<file path="config.mk">
export PLATFORM = sky130hd
export DESIGN_NAME = coco_timer_flat
export DESIGN_NICKNAME = d
export VERILOG_FILES = /design/src/rtl/coco_timer_if.sv /design/src/rtl/coco_timer.sv /design/src/flat_wrapper.sv
export SDC_FILE = /design/constraint.sdc
export NUM_CORES = 1
export LEC_CHECK = 0
export CORE_MARGIN = 10
export CORE_UTILIZATION = 36
export DETAILED_ROUTE_END_ITERATION = 8
export GPL_TIMING_DRIVEN = 0
export PLACE_DENSITY = 0.72
export SLEW_MARGIN = 15
export SYNTH_ARGS = -nofsm -noshare
export SYNTH_HDL_FRONTEND = slang
export SYNTH_SLANG_ARGS = --single-unit
</file>
<file path="constraint.sdc">
create_clock -name clk -period 6.9 [get_ports clk]
set_input_delay 1.725 -clock clk [delete_from_list [all_inputs] [get_ports clk]]
set_output_delay 1.725 -clock clk [all_outputs]
set_load 0.01 [all_outputs]
</file>
<file path="src/rtl/coco_timer_if.sv">
// Bridge-side bus bundle for the coco_timer device: write port, address, read data and interrupt.
interface coco_timer_if;
   logic [31:0] DEV_WD;
   logic        DEV0_WE;
   logic [31:0] DEV_Addr;
   logic [31:0] DEV0_RD;
   logic        intrp0;

   modport slave (
      input  DEV_WD,
      input  DEV0_WE,
      input  DEV_Addr,
      output DEV0_RD,
      output intrp0
   );

   modport master (
      output DEV_WD,
      output DEV0_WE,
      output DEV_Addr,
      input  DEV0_RD,
      input  intrp0
   );
endinterface

</file>
<file path="src/rtl/coco_timer.sv">
// Memory-mapped down-counting timer (device 0): CTRL/PRESET/COUNT registers,
// one-shot or auto-reload, interrupt raised when COUNT reaches zero.
module coco_timer #(
   parameter logic [31:0] ADDR_CTRL   = 32'h7f00,
   parameter logic [31:0] ADDR_PRESET = 32'h7f04,
   parameter logic [31:0] ADDR_COUNT  = 32'h7f08
) (
   input logic         clk,
   input logic         reset,
   coco_timer_if.slave bus
);

   localparam logic [1:0] OFF_CTRL   = ADDR_CTRL[3:2];
   localparam logic [1:0] OFF_PRESET = ADDR_PRESET[3:2];
   localparam logic [1:0] OFF_COUNT  = ADDR_COUNT[3:2];

   typedef enum logic [1:0] {S_IDLE, S_LOAD, S_CNT, S_INT} state_t;

   state_t      r_state;
   logic [3:0]  r_ctrl;
   logic [31:0] r_preset;
   logic [31:0] r_count;
   logic        r_irq;

   logic        w_wr_ctrl;
   logic        w_wr_preset;
   logic        w_auto;
   logic [31:0] w_rd;

   assign w_wr_ctrl   = bus.DEV0_WE && (bus.DEV_Addr[3:2] == OFF_CTRL);
   assign w_wr_preset = bus.DEV0_WE && (bus.DEV_Addr[3:2] == OFF_PRESET);
   // Mode 1x behaves like auto-reload
   assign w_auto      = |r_ctrl[2:1];

   always_ff @(posedge clk or posedge reset) begin
      if (reset) begin
         r_state  <= S_IDLE;
         r_ctrl   <= 4'd0;
         r_preset <= 32'd0;
         r_count  <= 32'd0;
         r_irq    <= 1'b0;
      end else begin
         case (r_state)
            S_IDLE: begin
               if (r_ctrl[0]) r_state <= S_LOAD;
            end
            S_LOAD: begin
               r_count <= r_preset;
               r_state <= S_CNT;
            end
            S_CNT: begin
               if (!r_ctrl[0]) begin
                  r_state <= S_IDLE;
               end else if (r_count > 32'd1) begin
                  r_count <= r_count - 32'd1;
               end else begin
                  r_count <= 32'd0;
                  r_irq   <= 1'b1;
                  r_state <= S_INT;
               end
            end
            S_INT: begin
               if (w_auto) r_irq <= 1'b0;
               else        r_ctrl[0] <= 1'b0;
               r_state <= S_IDLE;
            end
            default: r_state <= S_IDLE;
         endcase

         // Bus writes come last so a CPU CTRL write overrides any FSM update
         if (w_wr_ctrl) begin
            r_ctrl <= bus.DEV_WD[3:0];
            r_irq  <= 1'b0;
         end
         if (w_wr_preset) r_preset <= bus.DEV_WD;
      end
   end

   always_comb begin
      w_rd = 32'd0;
      case (bus.DEV_Addr[3:2])
         OFF_CTRL:   w_rd = {28'd0, r_ctrl};
         OFF_PRESET: w_rd = r_preset;
         OFF_COUNT:  w_rd = r_count;
         default:    w_rd = 32'd0;
      endcase
   end

   assign bus.DEV0_RD = w_rd;
   assign bus.intrp0  = r_irq & r_ctrl[3];

endmodule

</file>
<file path="src/flat_wrapper.sv">
// flat-port wrapper written by rule: the top's interface ports become plain ports
module coco_timer_flat 
#(
   parameter logic [31:0] ADDR_CTRL   = 32'h7f00,
   parameter logic [31:0] ADDR_PRESET = 32'h7f04,
   parameter logic [31:0] ADDR_COUNT  = 32'h7f08
)
  (clk, reset, bus_DEV_WD, bus_DEV0_WE, bus_DEV_Addr, bus_DEV0_RD, bus_intrp0);
  coco_timer_if bus_i ();
  input logic clk;
  input logic reset;
  input wire logic [$bits(bus_i.DEV_WD)-1:0] bus_DEV_WD;
  input wire logic [$bits(bus_i.DEV0_WE)-1:0] bus_DEV0_WE;
  input wire logic [$bits(bus_i.DEV_Addr)-1:0] bus_DEV_Addr;
  output wire logic [$bits(bus_i.DEV0_RD)-1:0] bus_DEV0_RD;
  output wire logic [$bits(bus_i.intrp0)-1:0] bus_intrp0;
  assign bus_i.DEV_WD = bus_DEV_WD;
  assign bus_i.DEV0_WE = bus_DEV0_WE;
  assign bus_i.DEV_Addr = bus_DEV_Addr;
  assign bus_DEV0_RD = bus_i.DEV0_RD;
  assign bus_intrp0 = bus_i.intrp0;
  coco_timer #(.ADDR_CTRL(ADDR_CTRL), .ADDR_PRESET(ADDR_PRESET), .ADDR_COUNT(ADDR_COUNT)) u_core (.clk(clk), .reset(reset), .bus(bus_i));
endmodule
</file>
==> metrics, run 1 <==
postcts setup bufs 0; WP data arrival 4.45 ns; crit-path max FO 10; vias in the first global route 3,749; H-Tree Depth 3; drt pass-1 iters 7; Global Route Usage Sum 15.8%; Initial DRC Count 363; Startpoint Class input pin; Max Cap Violations 0; io pins 100; Top FF cell, synth dfrtp_1; status finished, final reports clean; Final Routed Wirelength 12,800 um; fraction of the cycle the final worst path needs 89.5%; Netlist cell types 52; DPL Wire Length 9020 um; largest net degree at the start of global routing 54; Max stage delay on crit path 0.67 ns; Final setup viols 0; Max Root-Sink Buffers 2; Tmin final 6.17 ns; Nets 548; CTS tree built; Starting Density 36.7%; Yosys warning count 0; Yosys reg bits 71; sequential share of the synthesized area 44.7%; RSZ-0062 raised after global routing false; CTS Buf Count 9; area share of the largest cell type after synthesis between 40 and 50%; # rows 38; cts repair resizes 0; GRT overflow 0; most common library cells after synthesis dfrtp_1 (71), mux2_2 (35), a22o_1 (33); PwrDens 365 mW/mm^2; final hold violation count 0; DIE HEIGHT 125 um; Crit path max-delay family buffers and inverters; DR WL/cell 20.5 um; core area 0.0108 sq mm; Root Buffer clkbuf_8; Skew-Pair Late Insertion Delay 0.36 ns; Setup TNS 0 ns; diode count 0; headroom to the max-slew limit roughly 45%; Mapped Avg Cell Area 9.96 sq um; worst slack at placement 0.797 ns; mapped cell area between 0.003 and 0.004 sq mm; CTS sink count 71; max-slew violation count 0; Worst Setup Slack, final 0.726 ns; Area Overhead vs Synth 27.6%; CP endpoint kind primary output; critical path's slowest cell clkbuf_1; initial antenna violation count 0; DR vias/cell 6.08; final setup skew between 0.009 and 0.01 ns; layout cells sized above 1 between 10% and 20%; crit-path cells clkdlybuf4s50_1 -> nor2b_1 -> clkbuf_1 -> clkbuf_1 -> a22o_1 -> clkdlybuf4s50_1; Post-synth EDFFs 0; post-route ant nets 0; peak supply drop 0.151 mV; final instance area 0.00507 sq mm; WP buf/inv 4; Port Buffers 68; total die area 0.0156 sq mm; top-count cell post-synth dfrtp_1; syn nets 468; largest area contributor in the netlist dfrtp_1; Synth async-reset ratio 100%; CTS Hold Bufs 0; fmax 0.162 GHz; gpl congestion 0.893; P_leak ~2 nW; width of the die 125 um; Area after DPL a little under 0.005 sq mm; via count 3,796; Pwr Total 1.85 mW; CTS clock-pin slew for the worst setup and hold paths 0.07 ns; Hold Crit Class reg2reg; residual DRC count 0; type of the worst setup path in2out; Req. time, crit path 5.18 ns; Syn Inst Count 399; global-route wire length before repair 20,400 um; Worst-Margin Slew 0.822 ns; synth top area cells dfrtp_1 (45%), mux2_2 (9.9%), a22o_1 (7.3%)
[placed cells by master (no fill, tap or decap), types with 5 or more instances in the layout]
cell type,instances
dfrtp_1,71
clkdlybuf4s50_1,68
mux2_2,35
a22o_1,33
nand2_1,30
clkbuf_1,21
nor2_1,20
o21ai_0,19
nor3_1,15
nand3_1,13
a21oi_1,13
inv_1,12
clkbuf_8,12
a22oi_1,9
o311ai_0,7
o22ai_1,7
nor4_1,6
or3_1,6
or4_1,6
nand4_1,5
o2bb2ai_1,5
[layout make-up]
type / count / area [sq um]
Timing Repair Buffer: 69 / 708
Fill cell: 1048 / 5770
Multi-Input combinational cell: 284 / 2010
Tap cell: 140 / 175
Sequential cell: 71 / 1780
Inverter: 13 / 51.3
Clock inverter: 3 / 40.0
Clock buffer: 13 / 169
Buffer: 31 / 140
[kinds of logic after synthesis]
| logic type | share of synthesized area, % |
|---|---|
| AOI/OAI and AO/OA | 22.8 |
| adders and majority gates | 0.630 |
| buffers and inverters | 4.75 |
| DFF | 44.7 |
| muxes | 10.9 |
| and+or+nand+nor | 16.2 |
[per-stage QoR]
step | util, % | hold WS [ns] | cells
2_1_floorplan | - | 0.487 | 399
3_3_place_gp | 44.6 | 0.516 | 607
3_5_place_dp | 44.8 | 0.518 | 608
4_1_cts | 46.8 | 0.535 | 624
5_1_grt | 46.8 | 0.559 | 624
6_report | 46.8 | 0.529 | 624
[layer usage]
| metal | up-vias | part of all wire [%] | routed length [um] | global-route usage, % |
|---|---|---|---|---|
| li1 | 1688 | - | - | - |
| met2 | 195 | 47 | 5980 | 25.8 |
| met5 | - | 0 | 0 | 0 |
| met1 | 1879 | 42 | 5420 | 19.6 |
| met4 | 0 | 2.5 | 318 | 5.56 |
| met3 | 34 | 8.5 | 1090 | 4.18 |
[state kept, by name (all words and copies together), names as in the netlist]
signal           count
u_core.r_state       2
u_core.r_preset     32
u_core.r_ctrl        4
u_core.r_irq         1
u_core.r_count      32
[power by group]
| group | switching, mW | leakage, nW | internal [mW] |
|---|---|---|---|
| clock | 0.160 | 0.109 | 0.196 |
| sequential | 0.147 | 0.877 | 0.542 |
| combinational | 0.468 | 1.03 | 0.339 |
| total | 0.774 | 2.02 | 1.08 |
[worst paths after layout]
path / startpoint / endpoint / slack, ns / cells past startpoint
hold reg to reg: u_core.r_ctrl[3] / u_core.r_ctrl[3] / 0.53 / 1
max in group asynchronous: reset / u_core.r_preset[17] / 4.68 / 3
hold / removal: u_core.r_ctrl[3] / u_core.r_ctrl[3] / 0.53 / 1
setup reg to reg: u_core.r_count[0] / u_core.r_count[14] / 3.97 / 9
min in group asynchronous: reset / u_core.r_preset[29] / 1.66 / 2
setup / recovery: bus_DEV_Addr[2] / bus_DEV0_RD[15] / 0.73 / 6
Note: power is estimated with default switching activity, not from simulation.
==> run 2, diff against run 1 <==
Settings changed: CORE_MARGIN 10 to 1.5, CTS_CLUSTER_SIZE set to 25.
==> run 2 against run 1 <==
Net effect: hold slack improved by 0.0030 ns; wire length fell by 2.4%; cell area up 0.25%; sequential share of layout area fell by 0.086 points; die area fell by 25%; global-route usage rose by 6.8 points; count of clock-buffer cells in the layout decreased by 4; critical endpoint is now bus_DEV0_RD[6]; largest cell class unchanged; highest routed layer unchanged.
==> metrics, run 2 (synthesized netlist as in run 1, its figures left out) <==
status finished, final reports clean; Tmin final 6.12 ns (-0.0550 ns); layout cells sized above 1 13.8% (+0.21 points); post-route ant nets 0 (unchanged); Initial DRC Count 384 (+5.8%); Worst-Margin Slew 0.838 ns (+0.0154 ns); residual DRC count 0 (unchanged); final hold slack 0.532 ns (+0.00298 ns); Crit path max-delay family buffers and inverters; Final Routed Wirelength 12,500 um (-2.4%); fmax 0.163 GHz (+0.90%); final hold violation count 0 (unchanged); WP buf/inv 4 (unchanged); core area 0.0108 sq mm (-0.44%); CTS tree built; Metal-1 WL 5280 um (-2.6%); Starting Density 36.8% (+0.16 points); Port Buffers 68 (unchanged); Setup TNS 0 ns (unchanged); width of the die 108 um (-14%); H-Tree Depth 3 (unchanged); FILL cells 1,052 (+0.38%); DR WL/cell 20.0 um (-2.4%); fin cells 624 (unchanged); drt pass-1 iters 5 (-2); Nets 548 (unchanged); Max stage delay on crit path 0.63 ns (-0.04 ns); Area Overhead vs Synth 27.9%; commonest non-fill, non-tap cells in the layout dfrtp_1 (71), clkdlybuf4s50_1 (68), mux2_2 (35); RSZ-0062 raised after global routing false; DIE HEIGHT 108 um (-14%); gpl congestion 0.918 (+2.8%); GRT overflow 0 (unchanged); Global Route Usage Sum 22.6% (+6.8 points); CTS clock-pin slew for the worst setup and hold paths 0.08 ns (about the same); global-route wire length before repair 19,900 um (-2.1%); top layer in use met4; metal3 WL 918 um (-16%); met2 wire length 6070 um (+1.4%); # rows 38 (unchanged); final setup skew 0.00797 ns (-0.00174 ns); Skew-Pair Late Insertion Delay 0.36 ns (about the same); worst slack at placement 0.852 ns (+0.0552 ns); postcts setup bufs 0 (unchanged); largest net degree at the start of global routing 47 (-13%); via count 3,706 (-2.4%); fraction of the cycle the final worst path needs 88.7% (-0.80 points); Req. time, crit path 5.18 ns (about the same); crit-path cells clkdlybuf4s50_1 -> nor2b_1 -> clkbuf_1 -> clkbuf_1 -> a22o_1 -> clkdlybuf4s50_1; Max Cap Violations 0 (unchanged); initial antenna violation count 0 (unchanged); commonest non-fill, non-tap cell in the layout dfrtp_1; WP data arrival 4.39 ns (-0.06 ns); peak supply drop 0.155 mV (+2.7%); Max Root-Sink Buffers 2 (unchanged); PwrDens 369 mW/mm^2 (+1.1%); P_leak 2.01 nW (-0.20%); Root Buffer clkbuf_8; vias in the first global route 3,717 (-0.85%); Final setup viols 0 (unchanged); Hold Crit Class reg2reg; Largest regs u_core.r_count (32), u_core.r_preset (32), u_core.r_ctrl (4); max-slew violation count 0 (unchanged); Startpoint Class input pin; type of the worst setup path in2out; cts repair resizes 0 (unchanged); io pins 100 (unchanged); critical path's slowest cell clkbuf_1; DR vias/cell 5.94 (-2.4%); Worst Setup Slack, final 0.781 ns (+0.0550 ns); total die area 0.0117 sq mm (-25%); headroom to the max-slew limit 43.7% (-1.0 points); CP endpoint kind primary output; diode count 0 (unchanged); crit-path max FO 10 (unchanged); CTS sink count 71 (unchanged); CTS Buf Count 9 (unchanged); DPL Wire Length 8680 um (-3.8%); CTS Hold Bufs 0 (unchanged); dpl cells 608 (unchanged)
run 2: cell types whose count changed in the layout (fill, tap and decap cells not counted), sizes merged:
| cell | delta |
|---|---|
| clkbuf | -4 |
| clkinvlp | +2 |
| bufinv | +1 |
| clkinv | +1 |
run 2: where the power goes:
group | switching, mW | internal [mW]
Sequential | 0.150 | 0.541
Combinational | 0.470 | 0.339
Clock | 0.171 | 0.204
run 2: layout make-up:
| type | count | area (sq um) | share of cell area, % |
|---|---|---|---|
| multi-input cells | 284 | 2010 | 39.5 |
| inverters | 13 | 51.3 | 1.01 |
| plain buffers | 31 | 140 | 2.76 |
| repair buffers | 69 | 708 | 13.9 |
| flip-flops and latches | 71 | 1780 | 35.0 |
| clock buffers | 9 | 124 | 2.44 |
| clock inverters | 7 | 97.6 | 1.92 |
| well taps | 140 | 175 | 3.45 |
run 2: path summary, 6_finish.rpt:
| kind | from | slack (ns) | cells past startpoint | to |
|---|---|---|---|---|
| worst max register to register | u_core.r_count[0] | 3.82 | 9 | u_core.r_count[14] |
| max in group asynchronous | reset | 4.66 | 3 | u_core.r_count[8] |
| worst min-delay path | u_core.r_ctrl[3] | 0.53 | 1 | u_core.r_ctrl[3] |
| min in group asynchronous | reset | 1.69 | 2 | u_core.r_preset[28] |
| worst max-delay path | bus_DEV_Addr[2] | 0.78 | 6 | bus_DEV0_RD[6] |
| worst min register to register | u_core.r_ctrl[3] | 0.53 | 1 | u_core.r_ctrl[3] |
run 2: metrics by stage:
| stage | utilization, % | instance area, sq um | total power, mW |
|---|---|---|---|
| 2_1_floorplan | - | 3970 | 1.18 |
| 3_3_place_gp | 44.7 | 4830 | 1.46 |
| 3_5_place_dp | 45.0 | 4860 | 1.49 |
| 4_1_cts | 47.1 | 5080 | 1.87 |
| 5_1_grt | 47.1 | 5080 | 1.98 |
| 6_report | 47.1 | 5080 | 1.88 |
run 2: per-layer routing:
metal  up-vias  track usage (%)
li1       1695                -
met1      1796             29.5
met2       190             37.1
met3        25             4.52
met4         0             8.18
met5         -                0
==> edit 1 (flow settings as in run 2) <==
Reset style: synchronous (`reset`), changed in one clocked block.
--- a/src/rtl/coco_timer.sv
+++ b/src/rtl/coco_timer.sv
@@ -33,5 +33,5 @@
    assign w_auto      = |r_ctrl[2:1];
 
-   always_ff @(posedge clk or posedge reset) begin
+   always_ff @(posedge clk) begin
       if (reset) begin
          r_state  <= S_IDLE;
Check against the original RTL: differs if reset is asserted again (counterexample within 4 cycles, from zero or initial values and one cycle with reset high); with reset held inactive, the same outputs for 4 cycles.
==> edit 1 against run 2 <==
  * Sequential cell count is the same
  * Setup slack improved by 0.047 ns
  * Register-to-register slack better by 0.20 ns
  * Synthesized area decreased by 3.0%
  * Wire length is 4.2% higher
  * Final area down 3.0%
  * Cell count up 15%
  * Largest cell class unchanged
Power is not compared: it rests on default switching activity, and its combinational part moved more than twofold at a synthesized area within 25%.
==> edit 1: results (changes against run 2) <==
[placed_design]
portBuffers = 67  ; -1.5%
place_ws_ns = 0.8062  ; -0.04615 ns
placed_area_mm2 = 0.004697  ; -3.3%
dp.cells = 704  ; +16%

[sta]
worst_slew_pin_slew_ns = 0.8752  ; +0.03757 ns
whs_ns = 0.4765  ; -0.05579 ns
post-route-period-util_pct = 88.00  ; -0.68 points

[synth]
yosys-mux-area-fraction_pct = 3.796  ; -7.1 points
yosysSeqAreaShare_pct = 36.86  ; -7.9 points
async_flop_share_pct = 0  ; -100 points
synth.area.top_cells = dfxtp_1 37%, nand2_1 8.6%, a21oi_1 6.7%
syn_inst = 501  ; +26%
yosysUniqueCellTypes = 48  ; -7.7%
synth-adder-area-share_pct = 0.6489  ; +0.019 points
synth-main-ff-cell = dfxtp_1
syn-num-nets = 570  ; +22%

[worst_setup_path]
arrival_ns = 4.35  ; -0.04 ns
ff2ff_path_depth = 8  ; -1
rr_startpoint = u_core.r_count[0]$_SDFFE_PP0P_
worst_r2r_endpoint = u_core.r_count[16]$_SDFFE_PP0P_
cp_slowest_stage_delay_ns = 0.56  ; -0.07 ns
endpoint = bus_DEV0_RD[30]

[finish]
drive_above_1_share_pct = 6.003  ; -7.8 points
fillers = 1060  ; +0.76%
finalNetCount = 648  ; +18%

[detailed_routing]
routed_wl_um = 13040  ; +4.2%
drtPass1Iterations = 6  ; +1
via_per_inst = 5.851  ; -1.5%
drt_iter0_markers = 401  ; +4.4%

[global_routing]
grt_pass1_vias = 3870  ; +4.1%
grt_max_degree = 13  ; -72%
gr-usage-all-layers_pct = 23.33  ; +0.76 points

[status]
status = finished clean

[min_path]
whs_endpoint = u_core.r_preset[16]$_SDFFE_PP0P_

edit 1: changes by cell type after synthesis, sizes merged, moves of 7 or more:
cell and change:
nand2 +58, nand3 -7, mux2 -30, dfxtp +71, a222oi +7, dfrtp -71
nor2b +8, clkbuf +17, a21oi +39, o21ai +12, nor2 +20
edit 1: final cells by class:
type	instances	area (um^2)	area share, %
multi-input cells	381	2213	44.89
flip-flops and latches	71	1421	28.83
repair buffers	67	670.6	13.60
plain buffers	42	195.2	3.958
well taps	136	170.2	3.451
clock buffers	9	123.9	2.512
clock inverters	6	110.1	2.233
inverters	7	26.28	0.5329
edit 1: tightest hold or removal path: stages, from the launching register on:
cell     delay (ns)
dfxtp_1        0.33
nand2_1        0.06
a21oi_1        0.05
edit 1: per-layer routing:
metal  GRT usage (%)  wire length (um)  vias to the layer above
li1                -                 -                     1994
met1           31.67              5799                     1966
met2           37.65              5973                      227
met3           3.801               982                       20
met4           7.619               283                        0
met5               0                 0                        -
==> edit 2 (config.mk and constraints of run 2) <==
Made on the original files. Put a register stage on the output `bus.intrp0`, without a reset. The value now appears one clock later.
--- a/src/rtl/coco_timer.sv
+++ b/src/rtl/coco_timer.sv
@@ -88,5 +88,7 @@
 
    assign bus.DEV0_RD = w_rd;
-   assign bus.intrp0  = r_irq & r_ctrl[3];
+   always_ff @(posedge clk) begin
+      bus.intrp0 <= r_irq & r_ctrl[3];
+   end
 
 endmodule
Formal check against the unedited RTL: not equivalent (Yosys sat finds a counterexample within 10 cycles, from zero or initial values and one cycle with reset high).
==> edit 2 against run 2 <==
  * Synthesized area is 0.50% higher
  * First-iteration DRC count fell by 27%
  * Critical endpoint unchanged
  * Final area increased by 0.89%
  * Highest routed layer unchanged
  * Cell count rose by 0.16%
  * Clock power is 9.9% higher
  * Wire length down 2.0%
  * Critical path depth unchanged
  * Power rose by 2.1%
  * Via count rose by 1.3%
  * Setup slack improved by 0.00065 ns
  * Sequential cell count is 1 higher
==> edit 2: results (changes against run 2) <==
[clock_tree]
post-cts-setup-buffer-count = 0  ; unchanged
cts_resized = 0  ; unchanged
cts_inserted_buffers = 9  ; unchanged

[pwr]
p_leak_nw = 2.033  ; +0.92%
peakVddDrop_mv = 0.1533  ; -0.99%

[global_routing]
met2_usage_pct = 37.07  ; unchanged
use_met1_pct = 28.05  ; -1.5 points
grt_pass1_wl_um = 19630  ; -1.6%
grt_use_met3_pct = 4.822  ; +0.30 points
grt_max_degree = 50  ; +6.4%
gr-usage-all-layers_pct = 22.09  ; -0.48 points
grt_pass1_vias = 3694  ; -0.62%

[sta]
worst_slew_pin_slew_ns = 0.8162  ; -0.02143 ns
fin_skew_ns = 0.009489  ; +0.001523 ns
whs_ns = 0.5036  ; -0.02869 ns

[detailed_routing]
wl_met3_um = 888  ; -3.3%
wl_met2_um = 6002  ; -1.1%
wl_met1_um = 5099  ; -3.5%
via_per_inst = 6.006  ; +1.1%
routed_wl_um = 12260  ; -2.0%

[synth]
synth_top_area_share_pct = 44.49  ; -0.22 points
synth.area.top_cells = dfrtp_1 44%, mux2_2 9.9%, a22o_1 7.2%
syn_inst = 400  ; +0.25%
yosysSeqAreaShare_pct = 44.99  ; +0.28 points
async_flop_share_pct = 98.61  ; -1.4 points
syn-num-nets = 469  ; +0.21%
yosysUniqueCellTypes = 53  ; +1.9%

[placed_design]
dp.cells = 609  ; +0.16%
place_congestion = 0.9171  ; -0.11%
place_ws_ns = 0.8458  ; -0.006554 ns
placed_area_mm2 = 0.004880  ; +0.41%
place_hpwl_um = 8496  ; -2.2%

[worst_setup_path]
rr_startpoint = u_core.r_count[0]$_DFFE_PP0P_
cp_slowest_stage_delay_ns = 0.66  ; +0.03 ns
arrival_ns = 4.39  ; about the same
r2r_setup_slack_ns = 3.92  ; +0.10 ns

[finish]
drive_above_1_share_pct = 13.61  ; -0.23 points
final_cells = 625  ; +0.16%
finalNetCount = 549  ; +0.18%
reg.largest.list = u_core.r_count: 32 flops, u_core.r_preset: 32 flops, u_core.r_ctrl: 4 flops
fillers = 1049  ; -0.29%

[min_path]
whs_endpoint = u_core.bus.intrp0$_DFF_P_
hp-start = u_core.r_irq$_DFFE_PP0P_

[floorplan]
die_w_um = 108.3  ; +0.24%

[status]
status = finished clean

edit 2: cell count changes after synthesis:
cell / change
dfxtp_1: +1
edit 2: worst max-delay path by stage:
stage                     from         endpoint  slack [ns]  depth (start not counted)
2_1_floorplan  bus_DEV_Addr[3]  bus_DEV0_RD[11]        2.25                          5
3_3_place_gp   bus_DEV_Addr[2]  bus_DEV0_RD[30]        0.85                          6
3_5_place_dp   bus_DEV_Addr[2]  bus_DEV0_RD[30]        0.85                          6
4_1_cts        bus_DEV_Addr[2]  bus_DEV0_RD[30]        0.83                          6
5_1_grt        bus_DEV_Addr[2]   bus_DEV0_RD[6]        0.68                          6
6_report       bus_DEV_Addr[2]   bus_DEV0_RD[6]        0.78                          6
edit 2: logic make-up (layout without fill, tap and decap cells):
group / count (synthesis) / count (layout) / share of synthesized area, %
compound gates: 122 / 122 / 22.65
fa+ha+maj: 2 / 2 / 0.6265
buf+inv: 44 / 129 / 4.731
flops: 72 / 72 / 44.99
mux: 39 / 39 / 10.87
simple gates: 121 / 121 / 16.13
edit 2: power breakdown:
group	total (mW)	internal (mW)	switching, mW
sequential	0.699	0.549	0.150
combinational	0.805	0.339	0.466
clock	0.412	0.250	0.162
total	1.92	1.14	0.778
edit 2: final cells by class:
type	count	area, um^2	area share, %
clock buffer	11	141.4	2.758
tap	140	175.2	3.417
timing repair buffer	69	708.2	13.81
inverter	13	51.30	1.001
clock inverter	5	105.1	2.050
sequential	72	1797	35.05
multi-input combinational	284	2008	39.18
buffer	31	140.1	2.734
edit 2: critical path, delay by kind of cell:
family / cells / cell delay (ns)
buffers and inverters: 4 / 2.27
AND/OR/NAND/NOR: 1 / 0.16
AO/OA/AOI/OAI: 1 / 0.24
